## src/rtl/riscv_pkg.sv

```systemverilog
// Shared RV32I decode definitions: opcode constants, immediate formats,
// decode-stage FSM states and immediate extraction helpers.
package riscv_pkg;

  localparam logic [6:0] OPC_LOAD     = 7'b0000011;
  localparam logic [6:0] OPC_STORE    = 7'b0100011;
  localparam logic [6:0] OPC_OP_IMM   = 7'b0010011;
  localparam logic [6:0] OPC_OP       = 7'b0110011;
  localparam logic [6:0] OPC_BRANCH   = 7'b1100011;
  localparam logic [6:0] OPC_JAL      = 7'b1101111;
  localparam logic [6:0] OPC_JALR     = 7'b1100111;
  localparam logic [6:0] OPC_LUI      = 7'b0110111;
  localparam logic [6:0] OPC_AUIPC    = 7'b0010111;
  localparam logic [6:0] OPC_SYSTEM   = 7'b1110011;
  localparam logic [6:0] OPC_MISC_MEM = 7'b0001111;

  typedef enum logic [2:0] {IMM_I, IMM_S, IMM_B, IMM_U, IMM_J, IMM_NONE} imm_fmt_e;
  typedef enum logic [1:0] {WARMUP, RUN, BUBBLE} dec_state_e;

  function automatic imm_fmt_e imm_fmt_of(input logic [6:0] opcode);
    case (opcode)
      OPC_LOAD, OPC_OP_IMM, OPC_JALR: return IMM_I;
      OPC_STORE:                      return IMM_S;
      OPC_BRANCH:                     return IMM_B;
      OPC_LUI, OPC_AUIPC:             return IMM_U;
      OPC_JAL:                        return IMM_J;
      default:                        return IMM_NONE;
    endcase
  endfunction

  // Returns the 32-bit sign-extended immediate; callers widen to XLEN.
  function automatic logic [31:0] imm_of(input logic [31:0] instr);
    case (imm_fmt_of(instr[6:0]))
      IMM_I:   return {{20{instr[31]}}, instr[31:20]};
      IMM_S:   return {{20{instr[31]}}, instr[31:25], instr[11:7]};
      IMM_B:   return {{19{instr[31]}}, instr[31], instr[7], instr[30:25], instr[11:8], 1'b0};
      IMM_U:   return {instr[31:12], 12'b0};
      IMM_J:   return {{11{instr[31]}}, instr[31], instr[19:12], instr[20], instr[30:21], 1'b0};
      default: return 32'b0;
    endcase
  endfunction

  function automatic logic is_rv32i_opcode(input logic [6:0] opcode);
    case (opcode)
      OPC_LOAD, OPC_STORE, OPC_OP_IMM, OPC_OP, OPC_BRANCH, OPC_JAL,
      OPC_JALR, OPC_LUI, OPC_AUIPC, OPC_SYSTEM, OPC_MISC_MEM: return 1'b1;
      default: return 1'b0;
    endcase
  endfunction

endpackage

```

## src/rtl/fwd_resolve.sv

```systemverilog
// Combinational operand resolution: current writeback beats the history,
// younger history beats older, register file is the fallback, x0 is always 0.
module fwd_resolve
  import riscv_pkg::*;
#(
  parameter int XLEN       = 32,
  parameter int REG_ADDR_W = 5,
  parameter int FWD_DEPTH  = 3
) (
  input  logic [REG_ADDR_W-1:0]                                    src_addr,
  input  logic [XLEN-1:0]                                          rf_data,
  input  logic                                                     fwd_valid,
  input  logic [REG_ADDR_W-1:0]                                    fwd_addr,
  input  logic [XLEN-1:0]                                          fwd_data,
  input  logic [((FWD_DEPTH > 1) ? FWD_DEPTH-1 : 1)-1:0]                   hist_valid,
  input  logic [((FWD_DEPTH > 1) ? FWD_DEPTH-1 : 1)-1:0][REG_ADDR_W-1:0]   hist_addr,
  input  logic [((FWD_DEPTH > 1) ? FWD_DEPTH-1 : 1)-1:0][XLEN-1:0]         hist_data,
  output logic [XLEN-1:0]                                          data
);

  localparam int HIST_N = (FWD_DEPTH > 1) ? FWD_DEPTH-1 : 1;

  // Walk oldest to youngest so the youngest match is the last one written.
  always_comb begin
    data = rf_data;
    for (int i = HIST_N-1; i >= 0; i--) begin
      if (i < FWD_DEPTH-1 && hist_valid[i] && hist_addr[i] == src_addr)
        data = hist_data[i];
    end
    if (fwd_valid && fwd_addr == src_addr)
      data = fwd_data;
    if (src_addr == '0)
      data = '0;
  end

endmodule

```

## src/rtl/instr_decode_pipe.sv

```systemverilog
// RV32I decode stage with valid/ready on both sides and writeback forwarding.
// Optional load-use bubble insertion: define DECODE_LOAD_USE_STALL_EN.
module instr_decode_pipe
  import riscv_pkg::*;
#(
  parameter int XLEN          = 32,
  parameter int REG_ADDR_W    = 5,
  parameter int FWD_DEPTH     = 3,
  parameter int WARMUP_CYCLES = 2
) (
  input  logic                  clk_i,
  input  logic                  reset_i,
  input  logic                  flush_i,
  input  logic                  instr_valid_i,
  output logic                  instr_ready_o,
  input  logic [XLEN-1:0]       pc_i,
  input  logic [31:0]           instr_i,
  output logic [REG_ADDR_W-1:0] rs1_addr_o,
  output logic [REG_ADDR_W-1:0] rs2_addr_o,
  input  logic [XLEN-1:0]       rs1_data_i,
  input  logic [XLEN-1:0]       rs2_data_i,
  input  logic                  fwd_valid_i,
  input  logic [REG_ADDR_W-1:0] fwd_rd_addr_i,
  input  logic [XLEN-1:0]       fwd_rd_data_i,
  output logic                  dec_valid_o,
  input  logic                  dec_ready_i,
  output logic [XLEN-1:0]       pc_o,
  output logic [6:0]            opcode_o,
  output logic [2:0]            funct3_o,
  output logic [6:0]            funct7_o,
  output logic [REG_ADDR_W-1:0] rd_addr_o,
  output logic [XLEN-1:0]       imm_o,
  output logic [XLEN-1:0]       rs1_data_o,
  output logic [XLEN-1:0]       rs2_data_o,
  output logic                  illegal_o
);

  localparam int HIST_N = (FWD_DEPTH > 1) ? FWD_DEPTH-1 : 1;
  localparam int CNT_W  = $clog2(WARMUP_CYCLES + 2);

  dec_state_e                          state;
  logic [CNT_W-1:0]                    warm_cnt;
  logic [HIST_N-1:0]                   hist_valid;
  logic [HIST_N-1:0][REG_ADDR_W-1:0]   hist_addr;
  logic [HIST_N-1:0][XLEN-1:0]         hist_data;
  logic [REG_ADDR_W-1:0]               held_rs1;
  logic [REG_ADDR_W-1:0]               held_rs2;
  logic [XLEN-1:0]                     rs1_res;
  logic [XLEN-1:0]                     rs2_res;
  logic                                in_hs;
  logic                                out_hs;
  logic                                stalled;
  logic                                loaduse;

  assign rs1_addr_o = instr_i[15 +: REG_ADDR_W];
  assign rs2_addr_o = instr_i[20 +: REG_ADDR_W];

`ifdef DECODE_LOAD_USE_STALL_EN
  // Held load is leaving this cycle while its consumer is waiting at the input.
  assign loaduse = dec_valid_o && dec_ready_i && instr_valid_i && !flush_i &&
                   opcode_o == OPC_LOAD && rd_addr_o != '0 &&
                   (rs1_addr_o == rd_addr_o || rs2_addr_o == rd_addr_o);
`else
  assign loaduse = 1'b0;
`endif

  assign instr_ready_o = (state == RUN) && (!dec_valid_o || dec_ready_i) && !loaduse;
  assign in_hs         = instr_valid_i && instr_ready_o && !flush_i;
  assign out_hs        = dec_valid_o && dec_ready_i;
  assign stalled       = dec_valid_o && !dec_ready_i;

  fwd_resolve #(.XLEN(XLEN), .REG_ADDR_W(REG_ADDR_W), .FWD_DEPTH(FWD_DEPTH)) u_fwd_rs1 (
    .src_addr(rs1_addr_o), .rf_data(rs1_data_i),
    .fwd_valid(fwd_valid_i), .fwd_addr(fwd_rd_addr_i), .fwd_data(fwd_rd_data_i),
    .hist_valid(hist_valid), .hist_addr(hist_addr), .hist_data(hist_data),
    .data(rs1_res)
  );

  fwd_resolve #(.XLEN(XLEN), .REG_ADDR_W(REG_ADDR_W), .FWD_DEPTH(FWD_DEPTH)) u_fwd_rs2 (
    .src_addr(rs2_addr_o), .rf_data(rs2_data_i),
    .fwd_valid(fwd_valid_i), .fwd_addr(fwd_rd_addr_i), .fwd_data(fwd_rd_data_i),
    .hist_valid(hist_valid), .hist_addr(hist_addr), .hist_data(hist_data),
    .data(rs2_res)
  );

  always_ff @(posedge clk_i) begin
    if (reset_i) begin
      state    <= WARMUP;
      warm_cnt <= '0;
    end else begin
      case (state)
        WARMUP: begin
          if (int'(warm_cnt) + 1 >= WARMUP_CYCLES) state <= RUN;
          else warm_cnt <= warm_cnt + 1'b1;
        end
        RUN:     if (loaduse) state <= BUBBLE;
        BUBBLE:  state <= RUN;
        default: state <= WARMUP;
      endcase
    end
  end

  // Writeback history keeps shifting through flushes and stalls.
  always_ff @(posedge clk_i) begin
    if (reset_i) begin
      hist_valid <= '0;
      hist_addr  <= '0;
      hist_data  <= '0;
    end else begin
      hist_valid[0] <= fwd_valid_i;
      hist_addr[0]  <= fwd_rd_addr_i;
      hist_data[0]  <= fwd_rd_data_i;
      for (int i = 1; i < HIST_N; i++) begin
        hist_valid[i] <= hist_valid[i-1];
        hist_addr[i]  <= hist_addr[i-1];
        hist_data[i]  <= hist_data[i-1];
      end
    end
  end

  always_ff @(posedge clk_i) begin
    if (reset_i) begin
      dec_valid_o <= 1'b0;
      pc_o        <= '0;
      opcode_o    <= '0;
      funct3_o    <= '0;
      funct7_o    <= '0;
      rd_addr_o   <= '0;
      imm_o       <= '0;
      rs1_data_o  <= '0;
      rs2_data_o  <= '0;
      illegal_o   <= 1'b0;
      held_rs1    <= '0;
      held_rs2    <= '0;
    end else if (flush_i) begin
      dec_valid_o <= 1'b0;
    end else if (in_hs) begin
      dec_valid_o <= 1'b1;
      pc_o        <= pc_i;
      opcode_o    <= instr_i[6:0];
      funct3_o    <= instr_i[14:12];
      funct7_o    <= instr_i[31:25];
      rd_addr_o   <= instr_i[7 +: REG_ADDR_W];
      imm_o       <= XLEN'($signed(imm_of(instr_i)));
      rs1_data_o  <= rs1_res;
      rs2_data_o  <= rs2_res;
      illegal_o   <= !is_rv32i_opcode(instr_i[6:0]);
      held_rs1    <= rs1_addr_o;
      held_rs2    <= rs2_addr_o;
    end else begin
      if (out_hs) dec_valid_o <= 1'b0;
      // A stalled instruction must not miss results that retire while it waits.
      if (stalled && fwd_valid_i) begin
        if (held_rs1 != '0 && held_rs1 == fwd_rd_addr_i) rs1_data_o <= fwd_rd_data_i;
        if (held_rs2 != '0 && held_rs2 == fwd_rd_addr_i) rs2_data_o <= fwd_rd_data_i;
      end
    end
  end

endmodule

```

## config.mk

```make
export PLATFORM = sky130hd
export DESIGN_NAME = instr_decode_pipe
export DESIGN_NICKNAME = d
export VERILOG_FILES = /design/src/rtl/riscv_pkg.sv /design/src/rtl/fwd_resolve.sv /design/src/rtl/instr_decode_pipe.sv
export SDC_FILE = /design/constraint.sdc
export NUM_CORES = 1
export LEC_CHECK = 0
export ABC_AREA = 1
export BUFFER_PORTS_ARGS = -buffer_cell sky130_fd_sc_hd__buf_2
export CORE_ASPECT_RATIO = 1.25
export CORE_MARGIN = 10
export CORE_UTILIZATION = 45
export CTS_CLUSTER_DIAMETER = 200
export CTS_CLUSTER_SIZE = 10
export DETAILED_ROUTE_END_ITERATION = 10
export GPL_ROUTABILITY_DRIVEN = 0
export GPL_TIMING_DRIVEN = 0
export PLACE_DENSITY = 0.7
export SETUP_SLACK_MARGIN = 0.05
export SYNTH_ARGS = -nofsm -noshare
export SYNTH_HDL_FRONTEND = slang
export SYNTH_SLANG_ARGS = --single-unit
```

## constraint.sdc

```tcl
create_clock -name clk_i -period 1.7 [get_ports clk_i]
set_input_delay 0.425 -clock clk_i [delete_from_list [all_inputs] [get_ports clk_i]]
set_output_delay 0.425 -clock clk_i [all_outputs]
set_load 0.005 [all_outputs]
```

==> results.ini <==
[pwr]
pwr-share-comb_pct=22.1
power.density_nw_per_um2=825
seqPwrFrac_pct=41.8
vdd_drop_max_uv=876
sw_frac_of_total_pct=30.3
intPower_mw=10.3
total_power_mw=14.7
switching_power_mw=4.46
total_leakage_power_nw=9.39
pwr-share-clk_pct=36.1

[cells_and_area]
post-route-util_pct=62.6
fillCellCount=2631
syn_to_final_growth_pct=36.9
drive_above_1_share_pct=30.1
nets=2690

[setup_path]
startpoint_type=flop
crit_path_top_delay_cell=dfxtp_2
endpoint_kind=flop
worstPathArrival_ns=2.19
path_cells=inv_2, nand2_2, nand2_2, nor3_4, nand3_4, buf_8, nand3_1, nand3_1, nand2_1, a21oi_1
rr_startpoint=hist_addr[0]$_SDFF_PP0_
cp.required_ns=2.13
worstSetupPathType=flop to flop
cp_max_fo=8
cp-startpoint=hist_addr[0]$_SDFF_PP0_
critical_path.max_stage_delay_ns=0.34

[floorplan]
fp.dieH_um=210
row_count=69
io_pins=334
die_w_um=172
dieArea_um2=36200
fp.coreArea_um2=28500
initial_core_util_pct=45.7

[global_route]
met1_usage_pct=30.5
grt.overflow.total=0
grt_pass1_wl_um=78700
grt_max_degree=14
met2_usage_pct=47.0
grtUsageTotal_pct=27.1
antenna_found_initial=8
grtUsageMet3_pct=7.46
grt_pass1_vias=15000
busiest_layer=met2

[placement]
dp_hpwl_um=38100
io_buffers=332

[drt]
ant_nets=0
vias=15500
routed_wl_um=53200
drtIter0Drc=1450
post_drt_wl_per_cell_um=18.5
route.detailed.drc=0
firstDrtPassIters=7
viasPerCell=5.39

[yosys]
yosysMostFrequentCell=nand2_1
synth_seq_cells=241
synth.cell_area_um2=13000
synth-xor-area-share_pct=0.269
synth-compound-area-share_pct=10.1
syn-num-nets=2273
yosys.cell_types.count=32
syn_inst=2101
synth.avg_cell_area_um2=6.20
synth_commonest_cells=441 x nand2_1, 399 x nor2_1, 302 x inv_1
synth_top_family_by_area=simple AND/OR/NAND/NOR gates
synthSimpleGateAreaFrac_pct=38.0
synth_top_area_cell=dfxtp_1
synth.mux.area_fraction_pct=0
ys.flop_type=dfxtp_1
synth-edff-count=0
async_flop_share_pct=0
synth_fa_ha_area_share_pct=0.0960
synthTopCellsByArea=dfxtp_1 37%, nand2_1 13%, nor2_1 11%
yosys_warnings=0
synth_seq_area_share_pct=37.0
synth_top_cell_area_share_pct=37.0

[timing]
worstMarginPinSlew_ns=0.713
slew_headroom_pct=52.5
final-setup-viol-count=24
rsz0062_at_grt=true
hold_violations=0
maxSlewViolCount=0
skew_ns=0.0167
post-route-min-period_ns=1.76
clock.fmax_mhz=568
setup_tns_ns=-0.649
whs_ns=0.106
setup_ws_ns=-0.0620
post-route-period-util_pct=104

[clocking]
cts.sink_count=241
clk_pin_slew_ns=0.06
cts_tree=done
clkLatencyLatePin_ns=0.55
htree_levels=1
hold_buffers=0
cts-buffers-inserted=28
root_buffer=clkbuf_16
cts_buffer_depth=3

[status]
outcome=complete, but fails checks
failed_checks=setup timing

[flow_run]
cap_violations=0

[hold_path]
worstHoldPathType=primary input to flop
hold_start=pc_i[11]

## cell families after synthesis
logic type / after synthesis
AND/OR/NAND/NOR: 1142
AO/OA/AOI/OAI: 249
adder cells (fa/ha/maj): 1
XOR/XNOR: 4
flip-flops: 241
buffers and inverters: 464
## state kept, by name, summed over array words and instances, names as in the netlist, 7 cells and up
signal,flops
rs2_data_o,32
funct7_o,7
imm_o,32
opcode_o,7
hist_addr,10
pc_o,32
rs1_data_o,32
hist_data,64
## final timing paths
check,to,slack (ns),cells past startpoint
max,rs1_data_o[17]$_SDFFE_PP0P_,-0.06,10
min,pc_o[11]$_SDFFE_PP0P_,0.11,3
max reg2reg,rs1_data_o[17]$_SDFFE_PP0P_,-0.06,10
min reg2reg,hist_data[36]$_SDFF_PP0_,0.44,2
## placed cells by master (no fill, tap or decap), types with 4 or more instances in the layout
cell type	count
inv_1	292
nor2_2	19
o21ai_0	60
o22ai_1	6
buf_6	40
a21oi_2	39
clkbuf_1	28
clkbuf_2	9
buf_16	4
clkbuf_16	36
a21oi_1	93
a31oi_1	6
nand4_1	135
o21ai_1	32
buf_8	15
dfxtp_2	8
nand3_1	86
nand2_1	407
inv_2	27
nand3_2	50
buf_2	352
nor2_1	371
xor2_1	4
nand3_4	7
clkbuf_4	10
nand2_2	35
dfxtp_1	233
buf_12	7
nor2_4	23
o21ai_2	6
buf_4	55
## final cells by class
type	count	area [µm²]	area share [%]
Buffer	140	1140	6.40
Antenna cell	3	7.51	0.0421
Tap cell	355	444	2.49
Clock buffer	30	729	4.09
Multi-Input combinational cell	1397	7070	39.6
Timing Repair Buffer	389	2390	13.4
Clock inverter	1	8.76	0.0491
Sequential cell	241	4830	27.1
Inverter	321	1210	6.78
## worst max-delay path, delay by kind of cell, from the launching register on
| kind | cells | cell delay, ns |
|---|---|---|
| AND/OR/NAND/NOR | 7 | 0.95 |
| buffers and inverters | 2 | 0.28 |
| AO/OA/AOI/OAI | 1 | 0.07 |
| flip-flops | 1 | 0.34 |
## routing by layer
layer	vias up	share of wire [%]	wire, µm
li1	7412	-	-
met1	7095	37	19500
met2	835	49	25900
met3	158	10	5550
met4	8	4.1	2160
met5	-	0.094	50
## power groups by stage
| stage | logic, mW | clock network (mW) | registers (mW) |
|---|---|---|---|
| CTS | 2.87 | 5.36 | 6.13 |
| floorplan | 1.45 | 0 | 6.24 |
| global placement | 2.46 | 0 | 6.24 |
| global route | 3.55 | 5.58 | 6.17 |
| detailed placement | 2.50 | 0 | 6.24 |
| finish | 3.26 | 5.31 | 6.14 |
## timing repair
| action | 4_1_cts | 5_1_grt |
|---|---|---|
| setup endpoints to repair | 176 | 163 |
| buffers inserted | 23 | 20 |
| cloned | 5 | 10 |
| pin swaps | 12 | 62 |
| gates resized for setup | 164 | 268 |
## through the flow
stage | instances | instance area, µm² | setup WS, ns
floorplan | 2101 | 13000 | 0.159
global placement | 2788 | 15100 | -0.980
detailed placement | 2788 | 15100 | -0.986
CTS | 2846 | 16700 | -0.0372
global route | 2877 | 17800 | -0.155
finish | 2877 | 17800 | -0.0620
No activity file was read; power rests on OpenSTA's default activity.
